==> config.mk <==
export PLATFORM = sky130hd
export DESIGN_NAME = counter_run_arbiter
export DESIGN_NICKNAME = d
export VERILOG_FILES = /design/src/rtl/counter_run_arbiter.sv
export SDC_FILE = /design/constraint.sdc
export NUM_CORES = 1
export LEC_CHECK = 0
export ABC_AREA = 0
export BUFFER_PORTS_ARGS = -buffer_cell sky130_fd_sc_hd__buf_2
export CELL_PAD_IN_SITES_DETAIL_PLACEMENT = 2
export CELL_PAD_IN_SITES_GLOBAL_PLACEMENT = 2
export CORE_AREA = 3 3 77 79
export CTS_CLUSTER_DIAMETER = 40
export DETAILED_ROUTE_END_ITERATION = 10
export DIE_AREA = 0 0 80 82
export MAX_ROUTING_LAYER = met4
export PLACE_DENSITY = 0.8
export SLEW_MARGIN = 20
export SYNTH_ARGS = -nofsm -noshare
export SYNTH_HDL_FRONTEND = slang
export SYNTH_SLANG_ARGS = --single-unit
==> constraint.sdc <==
create_clock -name clk -period 1.45 [get_ports clk]
set_input_delay 0.3625 -clock clk [delete_from_list [all_inputs] [get_ports clk]]
set_output_delay 0.3625 -clock clk [all_outputs]
set_load 0.01 [all_outputs]
==> src/rtl/counter_run_arbiter.sv <==
// Two-requester arbiter that owns a shared loadable up-counter: grant, load start, run to stop, gap.
// Optional macro ROUND_ROBIN_EN selects round-robin tie-breaking; undefined means req0 has fixed priority.
module counter_run_arbiter #(
  parameter int WIDTH      = 8,
  parameter int GAP_CYCLES = 1
) (
  input  logic             clk,
  input  logic             reset,
  input  logic             req0,
  input  logic [WIDTH-1:0] start0,
  input  logic [WIDTH-1:0] stop0,
  input  logic             req1,
  input  logic [WIDTH-1:0] start1,
  input  logic [WIDTH-1:0] stop1,
  output logic             gnt0,
  output logic             gnt1,
  output logic             done0,
  output logic             done1,
  output logic             busy,
  output logic             cnt_load,
  output logic [WIDTH-1:0] cnt_base,
  output logic             cnt_ena,
  input  logic [WIDTH-1:0] cnt_q,
  output logic [1:0]       dbg_state
);

  // Handshake: a requester raises req (level) with start/stop stable; the arbiter answers with a
  // one-cycle gnt when the run is loaded and a one-cycle done when the counter reaches stop. The
  // requester drops req the cycle after done; dropping req earlier aborts the run without done.

  localparam int GAP_W = (GAP_CYCLES > 1) ? $clog2(GAP_CYCLES) : 1;
  localparam logic [GAP_W-1:0] GAP_LAST = GAP_W'(GAP_CYCLES - 1);

  typedef enum logic [1:0] {
    S_IDLE = 2'd0,
    S_LOAD = 2'd1,
    S_RUN  = 2'd2,
    S_GAP  = 2'd3
  } state_t;

  state_t           state, state_nxt;
  logic             owner, owner_nxt;
  logic [WIDTH-1:0] start_l, start_nxt;
  logic [WIDTH-1:0] stop_l, stop_nxt;
  logic [GAP_W-1:0] gap_cnt, gap_nxt;
  logic             any_req;
  logic             winner;
  logic             owner_req;
  logic             at_stop;

  assign any_req   = req0 | req1;
  assign owner_req = owner ? req1 : req0;
  assign at_stop   = (cnt_q == stop_l);
  assign dbg_state = state;

`ifdef ROUND_ROBIN_EN
  // rr_ptr names the requester preferred on the next tie (0 = req0).
  logic rr_ptr, rr_nxt;

  assign winner = req1 & (~req0 | rr_ptr);

  always_comb begin
    rr_nxt = rr_ptr;
    if (state == S_IDLE && any_req) rr_nxt = ~winner;
  end

  always_ff @(posedge clk or posedge reset) begin
    if (reset) rr_ptr <= 1'b0;
    else       rr_ptr <= rr_nxt;
  end
`else
  assign winner = req1 & ~req0;
`endif

  always_ff @(posedge clk or posedge reset) begin
    if (reset) begin
      state   <= S_IDLE;
      owner   <= 1'b0;
      start_l <= '0;
      stop_l  <= '0;
      gap_cnt <= '0;
    end else begin
      state   <= state_nxt;
      owner   <= owner_nxt;
      start_l <= start_nxt;
      stop_l  <= stop_nxt;
      gap_cnt <= gap_nxt;
    end
  end

  always_comb begin
    state_nxt = state;
    owner_nxt = owner;
    start_nxt = start_l;
    stop_nxt  = stop_l;
    gap_nxt   = gap_cnt;
    gnt0      = 1'b0;
    gnt1      = 1'b0;
    done0     = 1'b0;
    done1     = 1'b0;
    busy      = 1'b0;
    cnt_load  = 1'b0;
    cnt_base  = '0;
    cnt_ena   = 1'b0;
    case (state)
      S_IDLE: begin
        if (any_req) begin
          owner_nxt = winner;
          start_nxt = winner ? start1 : start0;
          stop_nxt  = winner ? stop1 : stop0;
          state_nxt = S_LOAD;
        end
      end
      S_LOAD: begin
        busy      = 1'b1;
        gnt0      = ~owner;
        gnt1      = owner;
        cnt_load  = 1'b1;
        cnt_base  = start_l;
        cnt_ena   = 1'b1;
        state_nxt = S_RUN;
      end
      S_RUN: begin
        busy    = 1'b1;
        gap_nxt = '0;
        // An abort takes precedence over reaching stop in the same cycle.
        if (!owner_req) begin
          state_nxt = S_GAP;
        end else if (at_stop) begin
          done0     = ~owner;
          done1     = owner;
          state_nxt = S_GAP;
        end else begin
          cnt_ena = 1'b1;
        end
      end
      S_GAP: begin
        busy = 1'b1;
        if (gap_cnt == GAP_LAST) begin
          gap_nxt   = '0;
          state_nxt = S_IDLE;
        end else begin
          gap_nxt = gap_cnt + GAP_W'(1);
        end
      end
      default: state_nxt = S_IDLE;
    endcase
  end

  a_one_gnt:  assert property (@(posedge clk) disable iff (reset) !(gnt0 && gnt1));
  a_one_done: assert property (@(posedge clk) disable iff (reset) !(done0 && done1));
  a_load_run: assert property (@(posedge clk) disable iff (reset) (state == S_LOAD) |=> (state == S_RUN));

endmodule
Yosys cells after proc, flatten, opt, wreduce, memory -nomap -nowiden
Cells that the tools add are included.
- $add $sub $neg: 1
- multipliers: 0
- divide/modulo/power cells: 0
- order comparisons: 0
- equality and inequality tests: 7
- shift-type cells: 0
- muxes and demuxes: 24
- bitwise operators: 4
- reductions and logical operators: 5
- operator list (operator ; number):
    8-bit 2-to-1 mux ; 3
    1-bit 2-to-1 mux ; 14
    8-bit == test ; 1
    2-bit 2-to-1 mux ; 4
    2-bit one-hot mux with 4 select lines ; 1
    2-bit == test, second input constant ; 2
    2-bit inequality test, second input constant ; 2
    1-bit one-hot mux with 2 select lines ; 2
    3-bit inequality test, second input constant ; 1
    3-bit AND reduction ; 1
    3-bit OR reduction ; 1
    2-bit by 1-bit == test with 1-bit output, second input constant ; 1
    2-bit logical NOT ; 1
    1-bit NOT ; 2
    2-bit AND reduction ; 1
    2-bit nonzero test ; 1
    1-bit adder, second input constant ; 1
    1-bit AND ; 1
    1-bit OR ; 1
- flip-flop bits (word level): 20
- bits in latches: 0
- bits in writable memories: 0
- ROM bits: 0
- input bits: 44
- output and inout port bits: 17
- logic and storage cells: 46
- memories kept: 0

Depth between registers and ports, before layout
- depth in word-level cells: 4
- gate-level depth with buffers: 6
- mapped depth without buffers: 6

Worst setup path before layout
OpenSTA, ideal clock, no wires.
- path kind: register to output
- from: reg state[0], in the netlist dbg_state[0]
- to: out cnt_ena
- arrival time: 1.218 ns
- required time: 1.087 ns
- slack: -0.131 ns
- cell stages (with the launch flop): 6
- buffers on the path: 0
- cells stage by stage: dfrtp_1 > inv_1 > ha_1 > o21ai_0 > a21oi_1 > o21a_1
- word-level cells in the longest chain between the ends: 2
- elaborated cells on any way between the ends: 3
- those cells by class: eq/ne (2); mux (1)
- RTL lines (what ; line ; source):
    start: declaration ; 41 ; state_t state, state_nxt;
    start signal: assignment ; 83 ; state <= state_nxt;
    2-bit == test or 2-bit by 1-bit == test with 1-bit output (tied branches) ; 105 ; case (state)
    1-bit one-hot mux with 2 select lines (*) ; 105 ;
    end: declaration ; 22 ; output logic cnt_ena,
Mark *: on every way between the ends. The rest lies on a longest branch, timed or not.

Final worst setup path
- from: reg stop_l[4]
- to: out done1
- word-level cells in the longest chain between the ends: 4
- RTL lines (what ; line ; source):
    start: declaration ; 44 ; logic [WIDTH-1:0] stop_l, stop_nxt;
    start signal: assignment ; 86 ; stop_l <= stop_nxt;
    8-bit == test ; 53 ; assign at_stop = (cnt_q == stop_l);
    1-bit 2-to-1 mux ; 129 ; end else if (at_stop) begin
    1-bit 2-to-1 mux ; 127 ; if (!owner_req) begin
    1-bit 2-to-1 mux ; 105 ;
    end: declaration ; 18 ; output logic done1,
No other way between the ends.

==> impl_results.md <==
* Status: finished with violations
* Failing checks: setup timing
* Syn. warnings at 0
* Final Hold Vio Count at 0
* Final setup margin at -613 ps
* Worst skew pair latency at 250 ps
* Register clock-pin slew on the reported worst setup and hold paths at 80 ps
* CTS tree: built
* RSZ-0062 raised after global routing: true
* Mean Syn Cell Area at 9.79 µm²
* Via count at 1201
* P per Cell Area at 1910 nW/µm²
* Initial antenna violation count at 0
* CP endpoint kind: primary output
* Clk sinks at 19
* DRT Pass-1 Iters at 2
* Post-cts hold buffer count at 0
* Register Area at 475 µm²
* Nets at 258
* First-pass GRT wire length at 6490 µm
* Fin area at 2150 µm²
* Area of the multi-input gates at 813 µm²
* PortBufs at 60
* MaxCap Viol Count at 0
* Largest net degree at the start of global routing at 20
* Global route overflow at 0
* Core ar. at 5410 µm²
* Count of pins over their slew limit at 0
* Fmax at 0.485 GHz
* Antenna diode count at 0
* Max rail drop VDD at 0.571 mV
* Post-Route WL at 4250 µm
* Worst slew pin tran at 342 ps
* Yosys reg bits at 19
* Crit Path Class: reg -> out
* Minimum clock period at 2060 ps
* Slew margin rel. at 76.9%
* Clock Skew at 1.99 ps
* Startpoint Class: flip-flop
* Die Y-Extent at 82 µm
* Drt drc at 0
* Number of routed nets with antenna violations at 0
* Lkg Pwr at 0.00105 µW
* Syn_nets at 170
* Hold_ws at 124 ps
* R2R depth at 8
* Layout cells sized above 1 at 63.6%
* DPL Wire Length at 3000 µm
* Die width at 80 µm
* Worst-path maximum fanout at 3
* Critical Path RT at 1090 ps
* Cells after Synth at 122
* FP Rows at 27
* Syn Std Cell Area at 1190 µm²
* Hold WC Path Type: in -> async
* Post-layout util at 39.8%
* Cell variety after synth at 23
* Die area at 6560 µm²
* Gp weighted congestion at 0.735
* DR WL/cell at 15.1 µm
* CTS Root Cell: clkbuf_8
* Seq/Total Area, Yosys at 39.8%
* Vias in the first global route at 1322
* Setup-failing EPs final at 33
* Cts bufs inserted at 3
* All-Layer GR Usage at 13.2%
* DR vias/cell at 4.27
* Post-route clock period utilization at 142%
* Starting DRT DRC Count at 15
* Clk buf depth at 2
* Arr. time, crit path at 1700 ps
* H-tree depth at 1
* I/O pins at 61
* Placed cell area at 1720 µm²
* Fillers at 582
* Syn-to-layout area delta at 80.1%
* Starting density of the core at 22.1%
-- power by group --
| part | switching [µW] | internal [µW] |
|---|---|---|
| logic | 1180 | 1530 |
| registers | 213 | 796 |
| clock network | 185 | 191 |
| total | 1580 | 2520 |
-- worst paths after layout --
check	start	slack (ps)	end
max	stop_l[4]$_DFFE_PP0P_	-610	done1
min	reset	120	stop_l[0]$_DFFE_PP0P_
max reg2reg	dbg_state[1]$_DFFE_PP0P_	-180	dbg_state[0]$_DFFE_PP0P_
min reg2reg	start_l[7]$_DFFE_PP0P_	490	start_l[7]$_DFFE_PP0P_
max in group asynchronous	reset	1110	start_l[7]$_DFFE_PP0P_
min in group clk	stop0[1]	370	stop_l[1]$_DFFE_PP0P_
-- per-stage QoR --
stage / instances / setup TNS (ps) / power (µW) / setup slack, ps
floorplan: 122 / -508 / 1890 / -120
detailed placement: 266 / -2200 / 2730 / -421
global route: 281 / -8730 / 4460 / -684
finish: 281 / -5920 / 4100 / -613
CTS: 273 / -5930 / 3390 / -602
global placement: 266 / -1930 / 2640 / -403
-- synth_stat cells --
library cell  number  area (µm²)
and3_1             2        12.5
nor2b_2            1        8.76
buf_12             1        20.0
a211o_2            1        10.0
nand2_1           18        67.6
a21oi_1            4        20.0
xor2_1             8        70.1
nor4_4             2        42.5
o21ai_0            7        35.0
o21ai_1           12        60.1
ha_1               4        50.1
o21a_1             1        7.51
inv_2              1        3.75
nor3b_1            1        7.51
nor2b_1            2        12.5
mux2i_1           16         160
or3_1              2        12.5
and2_1            11        68.8
clkbuf_1           4        15.0
o211ai_2           1        12.5
dfrtp_1           19         475
buf_6              1        11.3
inv_1              3        11.3
-- layout make-up --
type / instances / area share (%)
sequential: 19 / 22.1
multi-input combinational: 93 / 37.8
clock buffer: 3 / 1.92
clock inverter: 1 / 0.233
tap: 72 / 4.19
timing repair buffer: 89 / 33.1
inverter: 4 / 0.698
-- registers in the layout, summed over array words and instances (netlist names) --
signal / count
dbg_state: 2
start_l: 8
stop_l: 8
owner: 1
-- logic make-up (layout without fill, tap and decap cells) --
family	Yosys count	in the layout	share of synthesized area (%)
flops	19	19	39.8
simple gates	39	39	19.5
compound gates	26	26	12.1
xor+xnor	8	8	5.86
fa+ha+maj	4	4	4.19
mux	16	16	13.4
buf+inv	10	97	5.13
-- worst max-delay path: stages (launching register included) --
cell	delay, ps
dfrtp_1	410
xor2_1	200
nor4_4	370
and2_4	210
and3_4	170
buf_6	90
-- cells in the final DEF, fill, tap and decap left out, types with 2 or more instances in the layout --
cell type / count
and2_1: 2
nand2_1: 11
xor2_1: 6
a21oi_1: 3
buf_6: 19
o21ai_1: 11
ha_4: 2
inv_2: 3
dfrtp_1: 19
and2_4: 9
nand2_2: 4
xor2_2: 2
o21ai_2: 6
clkbuf_16: 2
buf_4: 15
nor4_4: 2
nand2_4: 3
ha_1: 2
mux2i_1: 16
clkbuf_8: 3
buf_2: 48
buf_12: 4
-- routing by layer --
| layer | global-route usage [%] | share of wire [%] | vias up |
|---|---|---|---|
| li1 | - | - | 585 |
| met1 | 15.6 | 38 | 577 |
| met2 | 23.5 | 57 | 37 |
| met3 | 2.30 | 4.9 | 2 |
| met4 | 2.53 | 0.33 | 0 |
| met5 | - | 0 | - |
-- what timing repair did --
action | CTS | global route
resized for setup | 19 | 47
endpoints found under the setup margin | 23 | 23
buffers inserted | 3 | 7
pin swaps | 6 | 23
cloned | 0 | 2
No activity file was read; power rests on OpenSTA's default activity.
